$ cat src/rtl/priority_encoder_8x3_seq_if.sv
// Request-in / index-out handshake bundle for the sequential 8-to-3 priority encoder.
// The slave side is the encoder; the master side is the producer/consumer pair.
interface priority_encoder_8x3_seq_if;
    localparam int unsigned VEC_W  = 8;
    localparam int unsigned CODE_W = 3;

    logic              in_valid;
    logic [VEC_W-1:0]  in_vec;
    logic              in_ready;
    logic              out_valid;
    logic [CODE_W-1:0] out_code;
    logic              out_last;
    logic              out_none;
    logic              out_ready;

    modport master (
        output in_valid,
        output in_vec,
        output out_ready,
        input  in_ready,
        input  out_valid,
        input  out_code,
        input  out_last,
        input  out_none
    );

    modport slave (
        input  in_valid,
        input  in_vec,
        input  out_ready,
        output in_ready,
        output out_valid,
        output out_code,
        output out_last,
        output out_none
    );
endinterface

$ cat src/rtl/priority_encoder_8x3_seq.sv
// Sequential 8-to-3 priority encoder: accepts an 8-bit request vector and emits the
// index of each set bit, one beat per cycle, lowest-first or highest-first.
module priority_encoder_8x3_seq #(
    parameter bit MSB_FIRST = 1'b0
) (
    input  logic                        clk,
    input  logic                        rst,
    priority_encoder_8x3_seq_if.slave   bus
);
    localparam int unsigned VEC_W  = 8;
    localparam int unsigned CODE_W = 3;

    typedef enum logic {
        IDLE = 1'b0,
        EMIT = 1'b1
    } state_t;

    state_t             state;
    state_t             state_nxt;
    logic [VEC_W-1:0]   pending;
    logic [VEC_W-1:0]   pending_nxt;
    logic               none;
    logic               none_nxt;

    logic [CODE_W-1:0]  code;
    logic               single;
    logic               last_beat;
    logic               xfer;
    logic               accept;

    // Index of the highest-priority set bit; 0 when the vector is empty.
    function automatic logic [CODE_W-1:0] prio_index(input logic [VEC_W-1:0] v);
        logic [CODE_W-1:0] idx;
        idx = '0;
        if (MSB_FIRST) begin
            for (int i = 0; i < int'(VEC_W); i++) begin
                if (v[i]) idx = CODE_W'(i);
            end
        end else begin
            for (int i = int'(VEC_W) - 1; i >= 0; i--) begin
                if (v[i]) idx = CODE_W'(i);
            end
        end
        return idx;
    endfunction

    // Beat decode from registered state only.
    always_comb begin
        code      = prio_index(pending);
        single    = (pending != '0) && ((pending & (pending - VEC_W'(1))) == '0);
        last_beat = none || single;
    end

    // Handshake qualifiers; in_ready has a deliberate path from out_ready.
    always_comb begin
        xfer   = (state == EMIT) && !rst && bus.out_ready;
        accept = bus.in_valid && bus.in_ready;
    end

    // State register with synchronous reset.
    always_ff @(posedge clk) begin
        if (rst) begin
            state   <= IDLE;
            pending <= '0;
            none    <= 1'b0;
        end else begin
            state   <= state_nxt;
            pending <= pending_nxt;
            none    <= none_nxt;
        end
    end

    // Next state: a same-cycle acceptance overrides the return to IDLE.
    always_comb begin
        state_nxt   = state;
        pending_nxt = pending;
        none_nxt    = none;
        if (xfer) begin
            pending_nxt = pending & ~(VEC_W'(1) << code);
            if (last_beat) begin
                state_nxt = IDLE;
                none_nxt  = 1'b0;
            end
        end
        if (accept) begin
            state_nxt   = EMIT;
            pending_nxt = bus.in_vec;
            none_nxt    = (bus.in_vec == '0);
        end
    end

    // Outputs are forced low while reset is held.
    always_comb begin
        bus.in_ready  = 1'b0;
        bus.out_valid = 1'b0;
        bus.out_code  = '0;
        bus.out_last  = 1'b0;
        bus.out_none  = 1'b0;
        if (!rst) begin
            bus.in_ready = (state == IDLE) || (xfer && last_beat);
            if (state == EMIT) begin
                bus.out_valid = 1'b1;
                bus.out_code  = none ? '0 : code;
                bus.out_last  = last_beat;
                bus.out_none  = none;
            end
        end
    end
endmodule

$ cat src/flat_wrapper.sv
// flat-port wrapper written by rule: the top's interface ports become plain ports
module priority_encoder_8x3_seq_flat 
#(
    parameter bit MSB_FIRST = 1'b0
)
  (clk, rst, bus_in_valid, bus_in_vec, bus_out_ready, bus_in_ready, bus_out_valid, bus_out_code, bus_out_last, bus_out_none);
  priority_encoder_8x3_seq_if bus_i ();
  input  logic clk;
  input  logic rst;
  input wire logic [$bits(bus_i.in_valid)-1:0] bus_in_valid;
  input wire logic [$bits(bus_i.in_vec)-1:0] bus_in_vec;
  input wire logic [$bits(bus_i.out_ready)-1:0] bus_out_ready;
  output wire logic [$bits(bus_i.in_ready)-1:0] bus_in_ready;
  output wire logic [$bits(bus_i.out_valid)-1:0] bus_out_valid;
  output wire logic [$bits(bus_i.out_code)-1:0] bus_out_code;
  output wire logic [$bits(bus_i.out_last)-1:0] bus_out_last;
  output wire logic [$bits(bus_i.out_none)-1:0] bus_out_none;
  assign bus_i.in_valid = bus_in_valid;
  assign bus_i.in_vec = bus_in_vec;
  assign bus_i.out_ready = bus_out_ready;
  assign bus_in_ready = bus_i.in_ready;
  assign bus_out_valid = bus_i.out_valid;
  assign bus_out_code = bus_i.out_code;
  assign bus_out_last = bus_i.out_last;
  assign bus_out_none = bus_i.out_none;
  priority_encoder_8x3_seq #(.MSB_FIRST(MSB_FIRST)) u_core (.clk(clk), .rst(rst), .bus(bus_i));
endmodule
$ cat config.mk
export PLATFORM = sky130hd
export DESIGN_NAME = priority_encoder_8x3_seq_flat
export DESIGN_NICKNAME = d
export VERILOG_FILES = /design/src/rtl/priority_encoder_8x3_seq_if.sv /design/src/rtl/priority_encoder_8x3_seq.sv /design/src/flat_wrapper.sv
export SDC_FILE = /design/constraint.sdc
export NUM_CORES = 1
export LEC_CHECK = 0
export ABC_AREA = 1
export CAP_MARGIN = 20
export CORE_MARGIN = 2
export CORE_UTILIZATION = 35
export CTS_CLUSTER_SIZE = 12
export DETAILED_ROUTE_END_ITERATION = 10
export GPL_TIMING_DRIVEN = 0
export PLACE_DENSITY = 0.71
export SLEW_MARGIN = 25
export SYNTH_ARGS = -nofsm -noshare
export SYNTH_HDL_FRONTEND = slang
export SYNTH_SLANG_ARGS = --single-unit
$ cat constraint.sdc
create_clock -name clk -period 1.8 [get_ports clk]
set_clock_uncertainty 0.05 [all_clocks]
set_input_delay 0.27 -clock clk [delete_from_list [all_inputs] [get_ports clk]]
set_output_delay 0.27 -clock clk [all_outputs]
set_load 0.005 [all_outputs]
==> results of run 1 <==
[state kept, by name (all words and copies together), names as in the netlist]
signal,count
u_core.none,1
u_core.pending,8
u_core.state,1
[kinds of logic (layout without fill, tap and decap cells)]
kind of cell    Yosys count  count (layout)  share of synthesized area (%)
simple gates             84              84                           51.9
buf+inv                  28              61                           13.3
compound gates           14              14                           9.72
flops                    10              10                           25.1
[layer usage]
metal | up-vias | routed length, um | global-route usage [%] | part of all wire [%]
met1 | 414 | 980 | 20.7 | 45
met4 | 0 | 38 | 5.26 | 1.8
met2 | 22 | 1050 | 26.7 | 49
li1 | 494 | - | - | -
met3 | 4 | 90 | 2.59 | 4.2
met5 | - | 0 | 0 | 0
[worst max path at each step]
stage                         to  cells past startpoint
floorplan           bus_in_ready                      9
global placement    bus_in_ready                      7
detailed placement  bus_in_ready                      7
CTS                 bus_in_ready                     12
global route        bus_in_ready                     12
finish              bus_in_ready                     10
[repair_timing]
item / in CTS / in global routing
endpoints found under the setup margin: 7 / 5
setup buffers: 3 / 9
pin swaps: 6 / 9
gates resized for setup: 30 / 19
hold endpoints to repair: 0 / 0
[worst max-delay path: cells and delay by family, from the launching register on]
family                 cells  cell delay, ns
AOI/OAI and AO/OA          1            0.12
and+or+nand+nor            8            0.68
buffers and inverters      1            0.12
DFF                        1            0.37
[stage by stage]
| stage | worst slack [ns] | instances |
|---|---|---|
| floorplan | 0.343 | 136 |
| global placement | -0.513 | 181 |
| global route | -0.203 | 197 |
| detailed placement | -0.537 | 181 |
| finish | -0.0893 | 197 |
| CTS | -0.117 | 188 |
[power by group]
group          switching (mW)  internal (mW)  total [mW]
clock                  0.0783          0.123       0.201
combinational           0.158          0.138       0.296
sequential             0.0223          0.235       0.257
[layout make-up]
cell class | count | area share (%)
Clock buffer | 4 | 3.03
Sequential cell | 10 | 18.9
Timing Repair Buffer | 29 | 20.4
Multi-Input combinational cell | 98 | 45.5
Buffer | 2 | 0.731
Inverter | 26 | 8.56
Tap cell | 28 | 2.92
[cell usage after synthesis (2+ instances only)]
| cell type | n |
|---|---|
| nand2_4 | 2 |
| inv_1 | 21 |
| nand3_1 | 7 |
| nor2_2 | 3 |
| o21ai_0 | 2 |
| nand2_2 | 3 |
| nand4_1 | 8 |
| o21ai_1 | 3 |
| nand2_1 | 37 |
| a21oi_1 | 5 |
| a31oi_1 | 2 |
| nor2_1 | 20 |
| dfxtp_1 | 10 |
| inv_2 | 5 |
==> summary.md, run 1 <==
| Metric | Value |
|---|---|
| Synth Cell Area | 798 sq um |
| I/O pin total | 19 |
| Cell area power density | 629 nW/um^2 |
| Pre-Repair DR Iteration Count | 4 |
| Status | finished, violations left |
| Worst reg2reg path endpoint | u_core.pending[2] |
| Post-synth EDFFs | 0 |
| Final wirelength | 2160 um |
| Layout cells sized above 1 | 33.1% |
| CTS Sinks | 10 |
| First-pass GRT wire length | 3220 um |
| Slowest stage delay, CP | 0.37 ns |
| Final setup TNS | -0.0893 ns |
| Starting Density | 36.4% |
| Drt drc | 0 |
| YS warnings | 0 |
| CTS root buffer | clkbuf_4 |
| FF-to-FF Start | u_core.pending[3] |
| FILL cells | 207 |
| Rows | 17 |
| Post-DP HPWL | 1460 um |
| Area delta synth->final | 50.2% |
| Buffers on Ports | 17 |
| Final Core Density | 54.7% |
| CP max stage cell | dfxtp_4 |
| RSZ-0062 raised after global routing | yes |
| Gp weighted congestion | 0.838 |
| CP Cell Sequence | nor2_1 -> nand2_1 -> nor2_1 -> nor2_1 -> nor2_2 -> nand2_2 -> nand2_4 -> nand2_4 -> a21oi_4 -> buf_2 |
| Worst VDD drop | 405 uV |
| Largest area contributor in the netlist | dfxtp_1 |
| # Max-Cap Violations | 0 |
| Via-to-Cell Ratio | 4.74 |
| CTS tree | built |
| HP Class | in2reg |
| Final Max Tran Viols | 0 |
| Cell area after placement | 1000 sq um |
| Power Total | 0.754 mW |
| Min-Delay Path Depth | 2 |
| Hold path endpoint | u_core.pending[0] |
| Wirelength per Cell | 10.9 um |
| H-tree depth | 1 |
| Die Wd | 51.8 um |
| Worst Reg2Reg Path Length in Cells | 13 |
| GRT overflow | 0 |
| Ys async rst share | 0% |
| Most common cell after layout, fill and taps aside | nand2_1 |
| Top cell type's share of synthesized area | 25.1% |
| CP Data Required Time | 1.48 ns |
| Number of global-route vias before repair | 773 |
| Vias | 934 |
| Nets | 182 |
| Hold Vio Cnt, Final | 0 |
| Critical Path Sink Type | output pin |
| Library cells used by synthesis | 22 |
| Slew HR | 76.1% |
| Clock buffer depth | 2 |
| Final setup vio count | 1 |
| Layout Cell Area excl Fill | 1200 sq um |
| Worst EP arrival | 1.57 ns |
| Multi-input gate area | 546 sq um |
| GRT Util Overall | 15.9% |
| Worst setup SP type | flip-flop |
| Fin worst setup slack | -0.0893 ns |
| Hold WS | 0.257 ns |
| Clock Latency Late Sink | 0.26 ns |
| Antenna Cells | 0 |
| Syn Inst Count | 136 |
| Min Tclk post-route | 1.89 ns |
| Crit path from | u_core.pending[3] |
| Least-Margin Pin Slew | 0.359 ns |
| Largest net degree at the start of global routing | 11 |
| Initial antenna violation count | 0 |
| TritonCTS Buffers | 3 |
| Syn nets | 148 |
| DRT iter0 DRCs | 19 |
| Die extent in y | 51.8 um |
| Mean post-synth cell area | 5.87 sq um |
| Main synth FF type | dfxtp_1 |
| Commonest cells after routing, fill and taps aside | nand2_1 (34), inv_1 (20), nor2_1 (17) |
| Worst R2R Setup Slack | 0.19 ns |
| Total core area | 2190 sq um |
| LEAKAGE | 0.623 nW |
| Hold_buf cts | 0 |
| Die area | 2680 sq um |
| Register Area | 226 sq um |
| Synth Register Bits | 10 |
| Crit path top cell by count | nor2_1 |
| Top cells by area, synth | dfxtp_1 (25%), nand2_1 (17%), inv_1 (9.9%) |
| Violated checks | setup timing |
| Fmax | 529 MHz |
| Crit path kind | reg2out |
| Crit-path max FO | 5 |
| Hold Crit Start | rst |
| Register area share after synthesis | 25.1% |
| Worst-path clk slew | 0.07 ns |
| Antenna-violating nets left | 0 |
| Crit share post-route | 105% |
Power figures use the tool's default switching activity.
==> inputs of run 2 (changes only) <==
Settings changed: RECOVER_POWER set to 25.
==> results of run 2 <==
Final layout, timing and power as in run 1 (identical DEF).
==> inputs of run 3 (changes only) <==
Settings changed: ABC_AREA 1 to unset, CORE_UTILIZATION 35 to 33, PLACE_DENSITY 0.71 to 0.68.
Clock period 1.8 ns to 2 ns, I/O delays scaled along.
==> summary.md, run 3 <==
| Metric | Value |
|---|---|
| Status | finished, violations left |
| Violated checks | setup timing |
| Total core area | 2210 sq um (+0.97%) |
| Hold_buf cts | 0 (unchanged) |
| Wirelength per Cell | 14.9 um (+37%) |
| CP max stage cell | or4_4 |
| First-pass GRT wire length | 3900 um (+21%) |
| YS warnings | 0 (unchanged) |
| Crit path from | u_core.pending[0] |
| Synth top cells by count | inv_1 (11), dfxtp_1 (10), nor2_1 (8), mux2_4 (6), nor3_1 (5) |
| Die area | 2720 sq um (+1.6%) |
| Crit-path max FO | 3 (-2) |
| Crit path kind | reg2out |
| Die extent in y | 52.2 um (+0.80%) |
| Gp weighted congestion | 0.810 (-3.3%) |
| Worst reg2reg path endpoint | u_core.pending[0] |
| Least-Margin Pin Slew | 0.417 ns (+0.0588 ns) |
| Worst Reg2Reg Path Length in Cells | 6 (-7) |
| Cell area power density | 668 nW/um^2 (+6.3%) |
| Syn nets | 100 (-32%) |
| Buffers on Ports | 18 (+1) |
| Antenna-violating nets left | 0 (unchanged) |
| GRT overflow | 0 (unchanged) |
| Rows | 17 (unchanged) |
| Complex-gate fraction of the synthesized area | 20.4% (+11 points) |
| Vias | 813 (-13%) |
| # Max-Cap Violations | 0 (unchanged) |
| GRT Util Overall | 19.2% (+3.3 points) |
| Antenna Cells | 0 (unchanged) |
| Drt drc | 0 (unchanged) |
| Fmax | 449 MHz |
| Largest regs | u_core.pending x8, u_core.none x1, u_core.state x1 |
| Xor/xnor share of the synthesized area | 0% (unchanged) |
| Synth Area in Simple Gates | 27.9% (-24 points) |
| Max layer used | met4 |
| Post-synth EDFFs | 0 (unchanged) |
| Critical Path Sink Type | output pin |
| Slew HR | 72.0% (-4.1 points) |
| Fin worst setup slack | -0.229 ns (-0.140 ns) |
| Via-to-Cell Ratio | 5.46 (+15%) |
| DRT iter0 DRCs | 10 (-9) |
| Worst R2R Setup Slack | -0.16 ns (-0.35 ns) |
| Hold WS | 0.319 ns (+0.0623 ns) |
| Worst VDD drop | 327 uV (-19%) |
| Post-synthesis mux area share | 17.5% (+17 points) |
| CP endpoint | bus_in_ready |
| DRT met1 WL | 898 um (-8.4%) |
| Area delta synth->final | 58.2% |
| Largest net degree at the start of global routing | 11 (unchanged) |
| CTS root buffer | clkbuf_4 |
| Mean post-synth cell area | 8.70 sq um (+48%) |
| Worst setup SP type | flip-flop |
| Largest family of logic cells by synthesized area | simple AND/OR/NAND/NOR gates |
| FF-to-FF Start | u_core.pending[0] |
| Initial antenna violation count | 0 (unchanged) |
| Pre-CTS setup slack | -0.502 ns (+0.0351 ns) |
| Max reg flops | 8 (unchanged) |
| Final Max Tran Viols | 0 (unchanged) |
| Clock buffer depth | 2 (unchanged) |
| Register area share after synthesis | 26.1% (+1.1 points) |
| Clock Latency Late Sink | 0.26 ns (about the same) |
| Crit share post-route | 111% |
| Most flops, register | u_core.pending |
| Starting Density | 34.6% (-1.8 points) |
| Synth Cell Area | 766 sq um (-4.1%) |
| Power Total | 0.809 mW (+7.4%) |
| Layout cells sized above 1 | 42.1% (+9.0 points) |
| DP Cell Count | 134 (-26%) |
| CTS tree | built |
| Final wirelength | 2230 um (+3.2%) |
| Wire length on met3 | 67 um (-26%) |
| Worst EP arrival | 1.88 ns (+0.31 ns) |
| Main synth FF type | dfxtp_1 |
| Ys async rst share | 0% (unchanged) |
| Die Wd | 52.2 um (+0.80%) |
| Final setup TNS | -1.47 ns (-1.38 ns) |
| Top cell type's share of synthesized area | 26.1% (+1.1 points) |
| CP Data Required Time | 1.65 ns (+0.17 ns) |
| Hold Vio Cnt, Final | 0 (unchanged) |
| Number of global-route vias before repair | 870 (+13%) |
| TritonCTS Buffers | 3 (unchanged) |
| HP Class | in2reg |
| Post-Synth Adder-Cell Area | 0% (unchanged) |
| Worst-path clk slew | 0.06 ns (about the same) |
| Nets | 135 (-26%) |
| CP Cell Sequence | or4_4 -> mux2i_4 -> a32oi_2 -> and2_4 -> buf_6 |
| RSZ-0062 raised after global routing | yes |
| CTS Sinks | 10 (unchanged) |
| Min Tclk post-route | 2.23 ns |
| Slowest stage delay, CP | 0.57 ns (+0.20 ns) |
| Largest area contributor in the netlist | dfxtp_1 |
| Final setup vio count | 10 (+9) |
| Library cells used by synthesis | 37 (+68%) |
| Syn Inst Count | 88 (-35%) |
| Post-DP HPWL | 1550 um (+6.0%) |
| Top-count cell post-synth | inv_1 |
| H-tree depth | 1 (unchanged) |
| Commonest cells after routing, fill and taps aside | inv_1 (11), clkdlybuf4s50_1 (11), buf_4 (8) |
| LEAKAGE | 0.501 nW (-20%) |
| Top cells by area, synth | dfxtp_1 (26%), mux2_4 (12%), inv_1 (5.4%) |
| Final std cells w/o fill | 149 (-24%) |
| Metal2 WL | 1220 um (+17%) |
| I/O pin total | 19 (unchanged) |
| Synth Register Bits | 10 (unchanged) |
| Pre-Repair DR Iteration Count | 4 (unchanged) |
==> run 3: cells by family (layout without fill, tap and decap cells) <==
logic type,after synthesis,after routing
compound gates,19,19
mux,10,10
buf+inv,14,46
flops,10,10
simple gates,35,36
==> run 3: power by group <==
part	internal (mW)	leakage [nW]	switching (mW)	total [mW]
clock	0.0692	0.0138	0.0624	0.132
combinational	0.228	0.401	0.192	0.420
sequential	0.222	0.0861	0.0351	0.257
==> run 3: through the flow <==
step	utilization (%)	area [sq um]
floorplan	-	766
global placement	44.3	981
detailed placement	44.3	981
CTS	53.5	1180
global route	54.8	1210
finish	54.8	1210
==> run 3: metal layers <==
layer / global-route usage (%) / vias to the layer above
li1: - / 404
met1: 21.7 / 384
met2: 34.8 / 19
met3: 2.86 / 6
met4: 9.40 / 0
met5: 0 / -
==> run 3: layout make-up <==
| class | instances | area, sq um |
|---|---|---|
| Timing Repair Buffer | 30 | 274 |
| Sequential cell | 10 | 219 |
| Clock buffer | 3 | 22.5 |
| Buffer | 1 | 11.3 |
| Multi-Input combinational cell | 65 | 599 |
| Fill cell | 215 | 1000 |
| Tap cell | 28 | 35.0 |
| Inverter | 12 | 50.0 |
==> run 3: critical path, delay by kind of cell (launching register included) <==
kind                   cells  cell delay [ns]
AO/OA/AOI/OAI              1             0.23
buffers and inverters      1             0.08
flip-flops                 1             0.35
multiplexers               1             0.22
AND/OR/NAND/NOR            2             0.75
==> run 3: timing repair <==
action                                 4_1_cts  5_1_grt
endpoints found under the hold margin        0        0
pin swaps                                    9        2
gates resized for setup                     44        9
setup buffers                               10        2
gates cloned                                 1        0
setup endpoints to repair                   16       14
==> run 3: how the worst min path moves through the flow <==
stage,startpoint,to,depth (start not counted)
after global routing,rst,u_core.state,2
after global placement,u_core.none,u_core.none,2
after floorplan,rst,u_core.state,1
after detailed placement,u_core.none,u_core.none,2
final,rst,u_core.state,2
after CTS,rst,u_core.state,2
